$ cat src/rtl/ext_periph_demux_pkg.sv
// Shared types and constants for the external-peripheral OBI demux.
// Address rules are {idx, start, end) with an exclusive end address.
package ext_periph_demux_pkg;

   typedef struct packed {
      logic [31:0] idx;
      logic [31:0] start_addr;
      logic [31:0] end_addr;
   } addr_map_rule_t;

   localparam logic [31:0] ERR_RDATA_DEFAULT = 32'hBADACCE5;
   localparam int unsigned ERR_CNT_W = 16;

   localparam logic [31:0] EXT_PERIPHERAL_START = 32'h2000_0000;
   localparam int unsigned DEFAULT_NPORT = 6;

   // Six consecutive 4 KiB windows above the region base.
   localparam addr_map_rule_t [DEFAULT_NPORT-1:0] DEFAULT_RULES = '{
      '{idx: 32'd5, start_addr: EXT_PERIPHERAL_START + 32'h5000,
        end_addr: EXT_PERIPHERAL_START + 32'h6000},
      '{idx: 32'd4, start_addr: EXT_PERIPHERAL_START + 32'h4000,
        end_addr: EXT_PERIPHERAL_START + 32'h5000},
      '{idx: 32'd3, start_addr: EXT_PERIPHERAL_START + 32'h3000,
        end_addr: EXT_PERIPHERAL_START + 32'h4000},
      '{idx: 32'd2, start_addr: EXT_PERIPHERAL_START + 32'h2000,
        end_addr: EXT_PERIPHERAL_START + 32'h3000},
      '{idx: 32'd1, start_addr: EXT_PERIPHERAL_START + 32'h1000,
        end_addr: EXT_PERIPHERAL_START + 32'h2000},
      '{idx: 32'd0, start_addr: EXT_PERIPHERAL_START + 32'h0000,
        end_addr: EXT_PERIPHERAL_START + 32'h1000}
   };

endpackage

$ cat src/rtl/ext_periph_addr_decoder.sv
// Combinational rule matcher: per-rule hit vector and the port index
// of the lowest-numbered matching rule.
module ext_periph_addr_decoder
   import ext_periph_demux_pkg::*;
#(
   parameter int unsigned NPORT = 6,
   parameter int unsigned SEL_W = 3,
   parameter addr_map_rule_t [NPORT-1:0] ADDR_RULES = '0
) (
   input  logic [31:0]      addr_i,
   output logic [NPORT-1:0] hit_o,
   output logic [SEL_W-1:0] sel_o
);

   always_comb begin
      hit_o = '0;
      sel_o = '0;
      for (int i = 0; i < NPORT; i++) begin
         hit_o[i] = (addr_i >= ADDR_RULES[i].start_addr) &&
                    (addr_i <  ADDR_RULES[i].end_addr);
      end
      // Walk downwards so the lowest matching rule is written last.
      for (int i = NPORT - 1; i >= 0; i--) begin
         if (hit_o[i]) sel_o = ADDR_RULES[i].idx[SEL_W-1:0];
      end
   end

endmodule

$ cat src/rtl/ext_periph_obi_demux.sv
// OBI 1-to-N demux with port locking, outstanding tracking and an
// internal error responder for unmapped addresses.
module ext_periph_obi_demux
   import ext_periph_demux_pkg::*;
#(
   parameter int unsigned NPORT = 6,
   parameter int unsigned MAX_OUTSTANDING = 4,
   parameter addr_map_rule_t [NPORT-1:0] ADDR_RULES = DEFAULT_RULES,
   parameter logic [31:0] ERR_RDATA = ERR_RDATA_DEFAULT,
   parameter int unsigned PORT_SEL_WIDTH = NPORT > 1 ? $clog2(NPORT) : 1
) (
   input  logic                       clk_i,
   input  logic                       rst_ni,
   input  logic                       mst_req_i,
   output logic                       mst_gnt_o,
   input  logic [31:0]                mst_addr_i,
   input  logic                       mst_we_i,
   input  logic [3:0]                 mst_be_i,
   input  logic [31:0]                mst_wdata_i,
   output logic                       mst_rvalid_o,
   output logic [31:0]                mst_rdata_o,
   output logic                       mst_err_o,
   output logic [NPORT-1:0]           slv_req_o,
   input  logic [NPORT-1:0]           slv_gnt_i,
   output logic [31:0]                slv_addr_o,
   output logic                       slv_we_o,
   output logic [3:0]                 slv_be_o,
   output logic [31:0]                slv_wdata_o,
   input  logic [NPORT-1:0]           slv_rvalid_i,
   input  logic [NPORT-1:0][31:0]     slv_rdata_i,
   output logic [ERR_CNT_W-1:0]       err_count_o,
   output logic [31:0]                err_addr_o,
   output logic                       protocol_err_o
);

   localparam int unsigned CNT_W = $clog2(MAX_OUTSTANDING + 1);
   localparam logic [CNT_W-1:0] CNT_MAX = CNT_W'(MAX_OUTSTANDING);

   logic [CNT_W-1:0]          cnt_q, cnt_d;
   logic                      lock_err_q, lock_err_d;
   logic [PORT_SEL_WIDTH-1:0] lock_idx_q, lock_idx_d;
   logic                      err_pend_q, err_pend_d;
   logic [ERR_CNT_W-1:0]      err_cnt_q, err_cnt_d;
   logic [31:0]               err_addr_q, err_addr_d;
   logic                      prot_q, prot_d;

   logic [NPORT-1:0]          dec_hit;
   logic [PORT_SEL_WIDTH-1:0] dec_sel;
   logic                      tgt_err, stall, accepted, retire;
   logic                      map_rvalid, prot_hit, sel_gnt;
   logic [31:0]               map_rdata;

   ext_periph_addr_decoder #(
      .NPORT      (NPORT),
      .SEL_W      (PORT_SEL_WIDTH),
      .ADDR_RULES (ADDR_RULES)
   ) u_dec (
      .addr_i (mst_addr_i),
      .hit_o  (dec_hit),
      .sel_o  (dec_sel)
   );

   assign tgt_err = ~|dec_hit;

   assign slv_addr_o  = mst_addr_i;
   assign slv_we_o    = mst_we_i;
   assign slv_be_o    = mst_be_i;
   assign slv_wdata_o = mst_wdata_i;

   // Any target change while busy waits, so responses stay in order.
   assign stall = (cnt_q == CNT_MAX) ||
                  ((cnt_q != '0) &&
                   ((tgt_err != lock_err_q) ||
                    (!tgt_err && (dec_sel != lock_idx_q))));

   always_comb begin
      slv_req_o = '0;
      mst_gnt_o = 1'b0;
      sel_gnt   = 1'b0;
      for (int i = 0; i < NPORT; i++) begin
         if (dec_sel == PORT_SEL_WIDTH'(i)) sel_gnt = slv_gnt_i[i];
      end
      if (rst_ni && !stall) begin
         if (tgt_err) begin
            mst_gnt_o = mst_req_i;
         end else begin
            mst_gnt_o = sel_gnt;
            for (int i = 0; i < NPORT; i++) begin
               slv_req_o[i] = mst_req_i && (dec_sel == PORT_SEL_WIDTH'(i));
            end
         end
      end
   end

   assign accepted = mst_req_i & mst_gnt_o;

   always_comb begin
      map_rvalid = 1'b0;
      map_rdata  = '0;
      prot_hit   = 1'b0;
      for (int i = 0; i < NPORT; i++) begin
         if (slv_rvalid_i[i]) begin
            if ((cnt_q != '0) && !lock_err_q &&
                (lock_idx_q == PORT_SEL_WIDTH'(i))) begin
               map_rvalid = 1'b1;
               map_rdata  = slv_rdata_i[i];
            end else begin
               prot_hit = 1'b1;
            end
         end
      end
   end

   assign mst_rvalid_o = lock_err_q ? (err_pend_q && (cnt_q != '0))
                                    : map_rvalid;
   assign mst_rdata_o  = lock_err_q ? ERR_RDATA : map_rdata;
   assign mst_err_o    = lock_err_q & mst_rvalid_o;
   assign retire       = mst_rvalid_o;

   always_comb begin
      cnt_d      = cnt_q + CNT_W'(accepted) - CNT_W'(retire);
      lock_err_d = lock_err_q;
      lock_idx_d = lock_idx_q;
      err_pend_d = accepted & tgt_err;
      err_cnt_d  = err_cnt_q;
      err_addr_d = err_addr_q;
      prot_d     = prot_q | prot_hit;
      if (accepted) begin
         lock_err_d = tgt_err;
         lock_idx_d = tgt_err ? '0 : dec_sel;
      end
      if (accepted && tgt_err) begin
         err_addr_d = mst_addr_i;
         if (err_cnt_q != '1) err_cnt_d = err_cnt_q + 1'b1;
      end
   end

   always_ff @(posedge clk_i) begin
      if (!rst_ni) begin
         cnt_q      <= '0;
         lock_err_q <= 1'b0;
         lock_idx_q <= '0;
         err_pend_q <= 1'b0;
         err_cnt_q  <= '0;
         err_addr_q <= '0;
         prot_q     <= 1'b0;
      end else begin
         cnt_q      <= cnt_d;
         lock_err_q <= lock_err_d;
         lock_idx_q <= lock_idx_d;
         err_pend_q <= err_pend_d;
         err_cnt_q  <= err_cnt_d;
         err_addr_q <= err_addr_d;
         prot_q     <= prot_d;
      end
   end

   assign err_count_o    = err_cnt_q;
   assign err_addr_o     = err_addr_q;
   assign protocol_err_o = prot_q;

endmodule

$ cat config.mk
export PLATFORM = sky130hd
export DESIGN_NAME = ext_periph_obi_demux
export DESIGN_NICKNAME = d
export VERILOG_FILES = /design/src/rtl/ext_periph_demux_pkg.sv /design/src/rtl/ext_periph_addr_decoder.sv /design/src/rtl/ext_periph_obi_demux.sv
export SDC_FILE = /design/constraint.sdc
export NUM_CORES = 1
export LEC_CHECK = 0
export CORE_AREA = 2 2 167 169
export DETAILED_ROUTE_END_ITERATION = 10
export DIE_AREA = 0 0 169 171
export PLACE_DENSITY = 0.47
export SETUP_SLACK_MARGIN = 0.4
export SKIP_LAST_GASP = 1
export SLEW_MARGIN = 20
export SYNTH_ARGS = -nofsm -noshare
export SYNTH_HDL_FRONTEND = slang
export SYNTH_HIERARCHICAL = 1
export SYNTH_SLANG_ARGS = --single-unit
$ cat constraint.sdc
create_clock -name clk_i -period 6.9 [get_ports clk_i]
set_clock_uncertainty 0.2 [all_clocks]
set_input_delay 1.38 -clock clk_i [delete_from_list [all_inputs] [get_ports clk_i]]
set_output_delay 1.38 -clock clk_i [all_outputs]
set_load 0.005 [all_outputs]
==> results summary, run 1 <==
The flow ran to the end, and the final reports show no timing, DRC or antenna violations. The combinational cell fraction of total power is 0.452. The total buffers and inverters traversed by the critical path is 3. Setup repair after global routing left no endpoint under its margin. In this run, synthesis inferred 0 flip-flops with an integrated enable. The via count of the routed design came out at around 5700. After the last flow step, the layout net total stands at roughly 1100. The root buffer cell chosen for the clock tree is sky130_fd_sc_hd__clkbuf_16.

For the worst-skew pair, the clock arrives at the later sink with an insertion delay of between 0.3 and 0.4 ns. The clock-pin slew on the worst setup and hold paths is around 0.050 ns. Among cell families on the critical path, the largest total delay comes from simple AND/OR/NAND/NOR gates. The share of synthesized flip-flops with an asynchronous set or reset came out at 0. The post-synthesis net count is between 800 and 900. The met3 usage in global routing is 0.0421. The highest-delay cell along the critical path is sky130_fd_sc_hd__or4b_4. The chip height is 171 um. The area used by multi-input combinational logic is 0.00276 sq mm. In this run the worst hold path is classified as flip-flop to flip-flop. The post-detailed-route via-to-cell ratio came out at approximately 4.7. The total power is ~1.7 mW. The relative slew slack came out at 0.374.

The worst reg2reg path startpoint is lock_err_q. TritonCTS built the clock tree. Measured on the finished design, the core utilization comes to 0.310.

After filler insertion, the fill cell instance count of the layout stands at slightly below 3000. The initial utilization of the core area, before any placement, comes to 0.169. Leaving out fill and tap cells, the most frequent cell in the layout is sky130_fd_sc_hd__clkdlybuf4s50_1.

The leakage power came out at between 2 and 3 nW. The instance count along the most critical hold path is 2. Among the stages of the critical path, the cell type that occurs most often is sky130_fd_sc_hd__clkdlybuf4s50_1.

The number of clock buffers inserted by TritonCTS came out at 9. The maximum buffer depth of the clock tree came out at 2. The worst setup path is captured at a primary output. In this run the count of I/O pins placed on the die edge is between 400 and 500. The design internal power is 1.17 mW.

The critical path depth in cells is 10. The switching fraction of total power came out at 0.314. In the final layout, the share of cells above drive strength 1 is 0.0664.

The worst path arrival time came out at approximately 4.6 ns. The required time of the critical path is between 5 and 6 ns. The growth of design area from synthesis to finish is 83.7%. The area of the mapped netlist came out at 0.00460 sq mm.

The die covers 0.0289 sq mm. The peak ir drop on the vdd network is about 0.13 mV. The number of port buffers came out at 360.

The number of max-cap violations is 0. For this block, the initial DRC count from the detailed router was between 300 and 400. For this run, the detailed router's first-pass iteration total came to 6.

The shortest clock period the worst path allows after layout is ~6.2 ns. The share of total power dissipated in sequential elements is 0.241. The global-route met2 utilization is 0.287. The worst register-to-register path ends at cnt_q[2]. The worst setup path startpoint is mst_addr_i[18]. The number of instances in the synthesized netlist is about 600. Entering global routing, the biggest net connects 35 pins.

The worst hold path begins at err_addr_o[30]. The total power per unit cell area is roughly 200 mW/mm^2. The total area inside the core boundary comes to 0.0273 sq mm. The relative contribution of the clock network to total power is 0.308. The last weighted congestion value of the routability-driven placer is between 0.7 and 0.8. The final antenna-violating net count came out at 0.

For this run the aggregate overflow at the end of global routing stands at 0. Of the available clock period, the critical path in the final layout requires 0.901. For this design, the CTS-stage hold fixing added 0 buffers. The number of gates resized after CTS came out at 0. The number of antenna violations at the first check in global routing is 1. The mean post-synth cell area is approximately 7.7 sq um. Setup total negative slack on the finished layout was measured at 0 ns. The maximum cell stage delay along the critical path came out at roughly 0.57 ns. The H-tree was split into 3 levels. In the global route stage, met1 resource usage came out at 0.201. In this run the most used layer during global routing was met2. Walking the worst path, the cells encountered are clkdlybuf4s50_1 > or4b_4 > or3_4 > nor3_1 > buf_4 > mux2_2 > mux4_2 > nand3_1 > a21oi_1 > clkdlybuf4s50_1. The sink count of the clock tree is 57.

The wire length per cell came out at around 21 um. The count of synthesis-stage warnings from yosys is 6. The width of the die is ~170 um. The buffer count from post-CTS setup fixing came out at 0. The capture point of the critical path is mst_gnt_o. The post-detailed-placement half-perimeter wirelength is 20600 um.

Of all nets on the critical path, the largest fanout is 10. The setup slack of the most critical reg-to-reg path came out at 3.22 ns. The final max-slew violation count came out at 0.

By startpoint and endpoint, the worst setup path is classified as input pin to primary output. The post-synthesis sequential area ratio is 0.248. The analysis attributes to net switching a power of between 0.5 and 0.6 mW. The worst setup path is launched from an input pin. The global router's overall resource usage is 0.162. The total wire length is about 25000 um. Summing all flip-flop and latch instances after layout gives 0.00114 sq mm. The post-detailed-route DRC marker count came out at 0. Setup violations remaining at the end of the flow were counted as 0. The most used flip-flop cell after synthesis is sky130_fd_sc_hd__dfxtp_1. The final hold violation count is 0. The count of distinct cell types in the synthesized netlist is 59. The cell depth of the worst flop-to-flop path came out at 12.

The number of placement rows is 61. The transition time at the pin with the least slew margin is ~0.94 ns. The library cells used most frequently in the layout, excluding fill and tap cells, are 360 x sky130_fd_sc_hd__clkdlybuf4s50_1, 98 x sky130_fd_sc_hd__nand2_1, 57 x sky130_fd_sc_hd__dfxtp_1. The first global-routing pass estimated around 35000 um of wire. The register bit count reported by yosys came out at 57. The via count of the first global-routing pass came out at 5423. The maximum clock frequency is between 150 and 200 MHz.
-- registers in the layout (all words and copies together) (netlist names) --
name / flops
cnt_q: 3
err_addr_o: 32
err_count_o: 16
err_pend_q: 1
lock_err_q: 1
lock_idx_q: 3
protocol_err_o: 1
-- worst min-delay path, cell delays in order (launching register included) --
cell                      delay, ns
sky130_fd_sc_hd__dfxtp_1       0.30
sky130_fd_sc_hd__nand2_1       0.05
sky130_fd_sc_hd__a21oi_1       0.05
-- worst min path at each step --
stage	end	slack, ns
floorplan	err_addr_o[0]	0.25
global placement	err_addr_o[7]	0.24
detailed placement	err_addr_o[30]	0.24
CTS	err_addr_o[30]	0.25
global route	err_addr_o[17]	0.26
finish	err_addr_o[30]	0.25
-- power by group through the flow --
stage	combinational, mW	sequential, mW	clock, mW
global route	0.835	0.416	0.551
finish	0.767	0.409	0.523
floorplan	0.329	0.398	0
global placement	0.776	0.414	0
detailed placement	0.772	0.416	0
CTS	0.775	0.410	0.535
-- metal layers --
metal	vias up	share of wire
met5	-	0
met4	0	0.0067
met3	12	0.081
met2	291	0.49
met1	2637	0.42
li1	2753	-
-- kinds of logic (layout without fill, tap and decap cells) --
group,Yosys count,after routing,share of synthesized area
XOR/XNOR,11,11,0.0209
flip-flops,57,57,0.248
buffers and inverters,128,403,0.162
multiplexers,9,9,0.0228
adder cells (fa/ha/maj),3,3,0.00978
AO/OA/AOI/OAI,189,189,0.310
other,0,1,0
AND/OR/NAND/NOR,201,201,0.226
-- per-stage QoR --
step | setup WS, ns | std cells | hold WS [ns] | area (sq um)
after global routing | 0.441 | 1219 | 0.262 | 8460
after detailed placement | 0.632 | 1203 | 0.243 | 8110
after floorplan | 1.49 | 598 | 0.248 | 4600
after global placement | 0.627 | 1203 | 0.238 | 8110
after CTS | 0.602 | 1219 | 0.250 | 8450
final | 0.686 | 1220 | 0.246 | 8460
-- cells in the mapped netlist (4+ instances only) --
master | number | area share
sky130_fd_sc_hd__a22o_1 | 32 | 0.061
sky130_fd_sc_hd__xnor2_1 | 10 | 0.019
sky130_fd_sc_hd__nor4_1 | 14 | 0.019
sky130_fd_sc_hd__buf_2 | 6 | 0.0065
sky130_fd_sc_hd__nor3_1 | 10 | 0.011
sky130_fd_sc_hd__nand2b_1 | 12 | 0.016
sky130_fd_sc_hd__nand3_1 | 6 | 0.0065
sky130_fd_sc_hd__nand2_1 | 98 | 0.080
sky130_fd_sc_hd__clkbuf_1 | 44 | 0.036
sky130_fd_sc_hd__mux2i_1 | 6 | 0.013
sky130_fd_sc_hd__and2_1 | 4 | 0.0054
sky130_fd_sc_hd__a222oi_1 | 19 | 0.041
sky130_fd_sc_hd__inv_1 | 7 | 0.0057
sky130_fd_sc_hd__nor2_1 | 21 | 0.017
sky130_fd_sc_hd__a221oi_1 | 26 | 0.049
sky130_fd_sc_hd__dfxtp_1 | 57 | 0.25
sky130_fd_sc_hd__nand4_1 | 7 | 0.0095
sky130_fd_sc_hd__o22ai_1 | 36 | 0.049
sky130_fd_sc_hd__a21oi_1 | 38 | 0.041
sky130_fd_sc_hd__a22oi_1 | 19 | 0.031
sky130_fd_sc_hd__o31ai_1 | 4 | 0.0065
sky130_fd_sc_hd__buf_4 | 69 | 0.11
-- area by class of cell --
type                            instances  share of cell area
Antenna cell                            1            0.000296
Clock buffer                           11              0.0287
Clock inverter                          5              0.0121
Inverter                                8             0.00355
Multi-Input combinational cell        413               0.326
Sequential cell                        57               0.135
Tap cell                              346              0.0512
Timing Repair Buffer                  379               0.443
Power figures use the tool's default switching activity.
==> run 2: changes to the inputs <==
Settings changed: PLACE_DENSITY 0.47 to default, PLACE_DENSITY_LB_ADDON from default to 0.15.
==> run 2 against run 1 <==
Net effect:
- routed wire length shrank 0.87%
- non-clock buffer count is the same
- critical path depth is the same
- largest cell class unchanged
- combinational power is essentially flat
- maximum frequency shrank 1.0%
- via count grew 0.90%
- clock power shrank 11%
- largest power group unchanged
- first-iteration DRC count shrank 7.1%
- cell area shrank 0.55%
- sequential share of layout area grew 0.074 points
==> results summary, run 2 (synthesis results as in run 1) <==
The run finished with clean final reports. The clock-pin slew on the worst setup and hold paths is 0.05 ns (about the same). The relative contribution of the clock network to total power is 0.283 (-0.025). The width of the die is 169 um (unchanged). The number of filler instances in the final layout came out at 2944 (+1.0%). The final instance area is 0.00841 sq mm (-0.55%).

The shortest clock period the worst path allows after layout is 6.28 ns (+0.0635 ns). The maximum number of pins on one net before global-route repair was 37 (+5.7%). The growth of design area from synthesis to finish is 82.7%. The maximum fanout encountered on the critical timing path came out at 10 (unchanged). The full die area came to 0.0289 sq mm (unchanged). The wire length of the first global-routing pass came out at 35300 um (-0.12%). The transition time at the pin with the least slew margin came out at 1.03 ns (+0.0969 ns). The number of placement rows came out at 61 (unchanged). The final cycle utilization of the critical path came out at 0.910 (+0.00920). The post-detailed-route via-to-cell ratio came out at 4.71 (+0.90%). The switching fraction of total power is 0.322 (+0.00803). The met1 wire length is 10300 um (-3.0%).

The setup slack of the most critical reg-to-reg path is 3.12 ns (-0.10 ns). STA classifies the critical path startpoint as an input pin. The peak ir drop on the vdd network came to 0.122 mV (-8.4%). The chip height came to 171 um (unchanged). The final-stage net count is 1147 (unchanged). The worst reg2reg path startpoint is lock_err_q. The reg-to-reg critical path endpoint is cnt_q[2]. The post-layout utilization of the core came to 0.308 (-0.00169).

The clock tree from TritonCTS is done. The area of the placeable core came to 0.0273 sq mm (unchanged). The total setup violations reported at the end of the flow came out at 0 (unchanged). The clock network latency to the later pin of the worst-skew pair came out at 0.33 ns (about the same). The number of max-cap violations came out at 0 (unchanged). The fraction of layout instances using a drive strength above 1 came out at 0.0653 (-0.00115). The maximum buffer depth of the clock tree is 2 (unchanged). The design internal power is 1.11 mW (-4.9%).

The depth of the CTS H-tree came out at 3 (unchanged). The iteration count of the initial detailed-routing pass came out at 9 (+3). The final sum of negative setup slack was 0 ns (unchanged). The required time of the critical path was 5.32 ns (about the same). The relative slew slack came out at 0.307 (-0.0669).

The final antenna-violating net count came out at 0 (unchanged). The relative contribution of sequential cells to total power came to 0.249 (+0.008). The path class of the tightest hold or removal check is flip-flop to flip-flop. The wire length per cell was 20.6 um (-0.87%). The final max-slew violation count is 0 (unchanged).

The highest metal layer used by the detailed router is met4. The count of pins on the block boundary came out at 435 (unchanged). The number of flip-flops under the largest register name is 32 (unchanged). The via count of the first global-routing pass was 5639 (+4.0%). The number of antenna violations at the first check in global routing came out at 1 (unchanged).

The global router's overall resource usage came to 0.161 (-0.00180). The cell depth of the worst flop-to-flop path is 11 (-1). The root buffer cell chosen for the clock tree is sky130_fd_sc_hd__clkbuf_16. The final-layout worst hold slack is 0.248 ns (+0.00183 ns). The net switching power is 0.527 mW (-1.3%). The leakage power came to 2.87 nW (-0.62%). The final hold violation count came out at 0 (unchanged).

The combinational cell fraction of total power came out at 0.467 (+0.015). Setup repair after global routing left no endpoint under its margin. The sink count of the clock tree came out at 57 (unchanged). The met2 layer wire length in the routed design is 12300 um (-1.6%).

The last weighted congestion value of the routability-driven placer is 0.769 (+2.1%). The met3 wire length came out at 2200 um (+7.1%). The total congestion overflow is 0 (unchanged). Tracing the worst setup path back leads to its startpoint at mst_addr_i[18]. The type of the worst setup path is input pin to primary output.

The post-place instance area came out at 0.00808 sq mm (-0.31%). The capture point of the critical path is mst_gnt_o. The total wire length was 25100 um (-0.87%). The initial core utilization is 0.169 (unchanged).

The post-detailed-placement half-perimeter wirelength came out at 20000 um (-3.1%). The library cell used most frequently in the layout, excluding fill and tap cells, is sky130_fd_sc_hd__clkdlybuf4s50_1. The number of violations reported at the end of detailed-routing iteration 0 came to 313 (-7.1%). The sort of element at the end of the critical path is a primary output. The worst path arrival time is 4.70 ns (+0.07 ns). The via count of the routed design came out at 5744 (+0.90%). Leaving out fill and tap cells, the most frequent cells in the layout are 360 x sky130_fd_sc_hd__clkdlybuf4s50_1, 98 x sky130_fd_sc_hd__nand2_1, 57 x sky130_fd_sc_hd__dfxtp_1. The total power per unit cell area is 194 mW/mm^2 (-3.2%). The number of clock buffers inserted by TritonCTS is 9 (unchanged).

The post-detailed-route DRC marker count is 0 (unchanged). The number of port buffers came to 360 (unchanged). The maximum clock frequency is 159 MHz (-1.0%).
run 2: per-stage QoR:
stage                     instances  worst slack, ns  power (mW)
after detailed placement       1201            0.585        1.19
final                          1220            0.623        1.64
after global placement         1201            0.593        1.19
after floorplan                 598             1.49       0.727
after global routing           1220            0.487        1.74
after CTS                      1217            0.576        1.66
run 2: worst min-delay path by stage:
stage	startpoint	end	cells past startpoint
floorplan	err_addr_o[0]	err_addr_o[0]	2
global placement	err_addr_o[4]	err_addr_o[4]	2
detailed placement	err_addr_o[22]	err_addr_o[22]	2
CTS	err_addr_o[22]	err_addr_o[22]	2
global route	err_addr_o[24]	err_addr_o[24]	2
finish	err_addr_o[27]	err_addr_o[27]	2
run 2: final cells by class:
class                           instances  area [sq um]  share of cell area
Clock buffer                           14           274              0.0326
Multi-Input combinational cell        413          2750               0.327
Tap cell                              346           433              0.0515
Antenna cell                            1          2.50            0.000297
Sequential cell                        57          1140               0.136
Timing Repair Buffer                  379          3750               0.445
Clock inverter                          2          35.0             0.00416
Inverter                                8          30.0             0.00357
run 2: critical path, stage by stage:
cell and delay [ns]:
sky130_fd_sc_hd__clkdlybuf4s50_1 0.45, sky130_fd_sc_hd__or4b_4 0.56, sky130_fd_sc_hd__or3_4 0.37, sky130_fd_sc_hd__nor3_1 0.14, sky130_fd_sc_hd__buf_4 0.20, sky130_fd_sc_hd__mux2_2 0.35
sky130_fd_sc_hd__mux4_2 0.49, sky130_fd_sc_hd__nand3_1 0.12, sky130_fd_sc_hd__a21oi_1 0.13, sky130_fd_sc_hd__clkdlybuf4s50_1 0.48
run 2: routing by layer:
metal  vias to the layer above  global-route usage
li1                       2754                   -
met1                      2688               0.192
met2                       278               0.279
met3                        24              0.0481
met4                         0              0.0438
met5                         -                   0
run 2: power by group through the flow:
stage,logic (mW),registers [mW],clock network (mW)
5_1_grt,0.832,0.416,0.495
3_5_place_dp,0.771,0.415,0
6_report,0.764,0.408,0.463
2_1_floorplan,0.329,0.398,0
3_3_place_gp,0.776,0.415,0
4_1_cts,0.775,0.408,0.481
run 2: what timing repair did:
item                                    in CTS  in global routing
hold buffers                                 0                  0
endpoints found under the setup margin       0                  2
gates resized for setup                      0                  1
buffers inserted                             0                  2
==> run 3: changes to the inputs <==
Settings changed: CORE_AREA 2 2 167 169 to 2 2 170 172, CTS_BUF_LIST from default to sky130_fd_sc_hd__clkbuf_4 sky130_fd_sc_hd__clkbuf_8, DIE_AREA 0 0 169 171 to 0 0 172 174.
==> run 3 against run 2 <==
Net effect:
- hold slack better by 0.0047 ns
- count of clock-buffer cells in the layout is 3 lower
- non-clock buffer count increased by 1
- core utilization shrank 1.2 points
- worst setup slack better by 0.085 ns
- cell area shrank 0.74%
- global-route usage is 0.47 points higher
- sequential share of layout area increased by 0.10 points
- critical endpoint is now slv_req_o[3]
- register-to-register slack got worse by 0.03 ns
==> results summary, run 3 (synthesis results as in run 1) <==
The clock-pin slew on the worst setup and hold paths is 0.07 ns (+0.02 ns). The via count of the first global-routing pass came out at 5694 (+0.98%). The number of placement rows is 62 (+1.6%). The post-place instance area is 0.00814 sq mm (+0.74%).

The number of antenna violations at the first check in global routing came out at 6 (+5). The kind of launch point of the worst setup path is an input pin. The area of the placeable core came out at 0.0282 sq mm (+3.3%). The maximum number of pins on one net before global-route repair came out at 44 (+19%). The total power per unit cell area came to 175 mW/mm^2 (-10%). The required time of the critical path came out at 5.32 ns (about the same). The wire length per cell came to 21.0 um (+1.9%). The via count of the routed design came to 5762 (+0.31%). The final cycle utilization of the critical path is 0.897 (-0.0124).

The sink count of the clock tree came out at 57 (unchanged). The global router's overall resource usage came out at 0.165 (+0.00466). The number of port buffers is 360 (unchanged). The relative slew slack came to 0.416 (+0.109). The chip height came to 174 um (+1.8%). The leakage power was 2.82 nW (-1.7%).

The post-detailed-route DRC marker count came out at 0 (unchanged). The total congestion overflow came out at 0 (unchanged). The final antenna-violating net count is 0 (unchanged).

The post-layout utilization of the core came out at 0.296 (-0.0122). The peak ir drop on the vdd network came to 0.0765 mV (-37%). The shortest clock period the worst path allows after layout is 6.19 ns (-0.0854 ns).

The post-detailed-route via-to-cell ratio was 4.57 (-3.0%). In the layout the commonest cells are 360 x sky130_fd_sc_hd__clkdlybuf4s50_1, 98 x sky130_fd_sc_hd__nand2_1, 57 x sky130_fd_sc_hd__dfxtp_1. The worst path arrival time is 4.61 ns (-0.09 ns). The number of violations reported at the end of detailed-routing iteration 0 is 283 (-9.6%). Clock tree synthesis selected as its root buffer the cell sky130_fd_sc_hd__clkbuf_8.

The number of flip-flops under the largest register name is 32 (unchanged). The total wire length is 26500 um (+5.4%). The initial core utilization is 0.163 (-0.00545). The final-stage net count came to 1148 (+0.087%). The width of the die came out at 172 um (+1.8%). The wire length of the first global-routing pass came out at 37000 um (+4.8%).

The depth of the CTS H-tree is 3 (unchanged). The number of filler instances in the final layout is 3086 (+4.8%). The maximum buffer depth of the clock tree came out at 2 (unchanged).

The last weighted congestion value of the routability-driven placer came to 0.807 (+4.9%). The final max-slew violation count is 0 (unchanged). The total power came out at 1.46 mW (-11%). The number of clock buffers inserted by TritonCTS came out at 9 (unchanged). The number of buffers inserted for hold repair after clock tree synthesis came out at 0 (unchanged). The post-detailed-placement half-perimeter wirelength came out at 21100 um (+5.8%). Compared with the post-synthesis result, the final layout area differs by 81.4%. The fraction of layout instances using a drive strength above 1 is 0.0710 (+0.00573). The iteration count of the initial detailed-routing pass is 8 (-1). The run finished with clean final reports. The number of max-cap violations came to 0 (unchanged).

The final sum of negative setup slack came out at 0 ns (unchanged). The maximum fanout encountered on the critical timing path came out at 7 (-3). The maximum clock frequency came out at 162 MHz (+1.4%).

The transition time at the pin with the least slew margin is 0.876 ns (-0.158 ns). The most common cell after layout, fill and taps aside is sky130_fd_sc_hd__clkdlybuf4s50_1. The sort of element at the end of the critical path is a primary output. The full die area came out at 0.0299 sq mm (+3.6%).

The count of pins on the block boundary was 435 (unchanged). By startpoint and endpoint, the worst setup path is classified as input pin to primary output. The worst min-delay path category is flip-flop to flip-flop. The total setup violations reported at the end of the flow came out at 0 (unchanged). Setup repair after global routing left no endpoint under its margin. The clock network latency to the later pin of the worst-skew pair is 0.35 ns (+0.02 ns). The final hold violation count came out at 0 (unchanged).

The final instance area is 0.00835 sq mm (-0.74%). TritonCTS built the clock tree.
[run 3: changes by cell type in the layout (fill, tap and decap cells not counted), moves of 2 or more]
cell / delta
sky130_fd_sc_hd__diode_2: +4
sky130_fd_sc_hd__clkinv_2: +3
sky130_fd_sc_hd__clkbuf_1: -2
sky130_fd_sc_hd__clkbuf_16: -9
sky130_fd_sc_hd__clkbuf_8: +7
[run 3: critical path, cell delays in order]
cell and delay, ns:
sky130_fd_sc_hd__clkdlybuf4s50_1 0.44, sky130_fd_sc_hd__or4b_4 0.57, sky130_fd_sc_hd__or3_4 0.38, sky130_fd_sc_hd__nor3_2 0.24, sky130_fd_sc_hd__buf_4 0.22, sky130_fd_sc_hd__xnor2_1 0.12
sky130_fd_sc_hd__a41o_1 0.26, sky130_fd_sc_hd__nand3_1 0.16, sky130_fd_sc_hd__nor4_1 0.23, sky130_fd_sc_hd__clkdlybuf4s50_1 0.59
[run 3: worst paths after layout]
path                                     start  cells after the start             end  slack, ns
worst min register to register  err_addr_o[27]                      2  err_addr_o[27]       0.25
worst max-delay path            mst_addr_i[18]                     10    slv_req_o[3]       0.71
worst max register to register        cnt_q[1]                     13        cnt_q[2]       3.09
worst min-delay path            err_addr_o[27]                      2  err_addr_o[27]       0.25
[run 3: repair_timing]
item | in CTS | in global routing
endpoints found under the setup margin | 0 | 7
setup buffers | 0 | 2
gates resized for setup | 0 | 3
[run 3: where the power goes]
group	switching [mW]	internal (mW)	leakage [nW]	total (mW)
combinational	0.350	0.435	2.27	0.785
clock	0.143	0.140	0.0922	0.282
sequential	0.0263	0.366	0.463	0.393
total	0.519	0.941	2.82	1.46
[run 3: per-layer routing]
| layer | track usage | vias to the layer above | part of all wire |
|---|---|---|---|
| met5 | 0 | - | 0.00049 |
| met4 | 0.0462 | 2 | 0.014 |
| met3 | 0.0453 | 21 | 0.084 |
| met2 | 0.292 | 277 | 0.50 |
| met1 | 0.194 | 2704 | 0.40 |
| li1 | - | 2758 | - |
[run 3: through the flow]
stage,setup WS [ns],instances,hold WS [ns]
after global routing,0.456,1261,0.272
after CTS,0.497,1255,0.252
final,0.708,1262,0.253
after detailed placement,0.492,1240,0.244
after floorplan,1.49,598,0.248
after global placement,0.548,1240,0.238
[run 3: final cells by class]
type | count | area, sq um | share of cell area
repair buffers | 380 | 3750 | 0.450
clock inverters | 4 | 20.0 | 0.00240
clock buffers | 11 | 145 | 0.0174
flip-flops and latches | 57 | 1140 | 0.137
inverters | 8 | 30.0 | 0.00360
diodes | 5 | 12.5 | 0.00150
multi-input cells | 413 | 2770 | 0.331
well taps | 384 | 480 | 0.0575
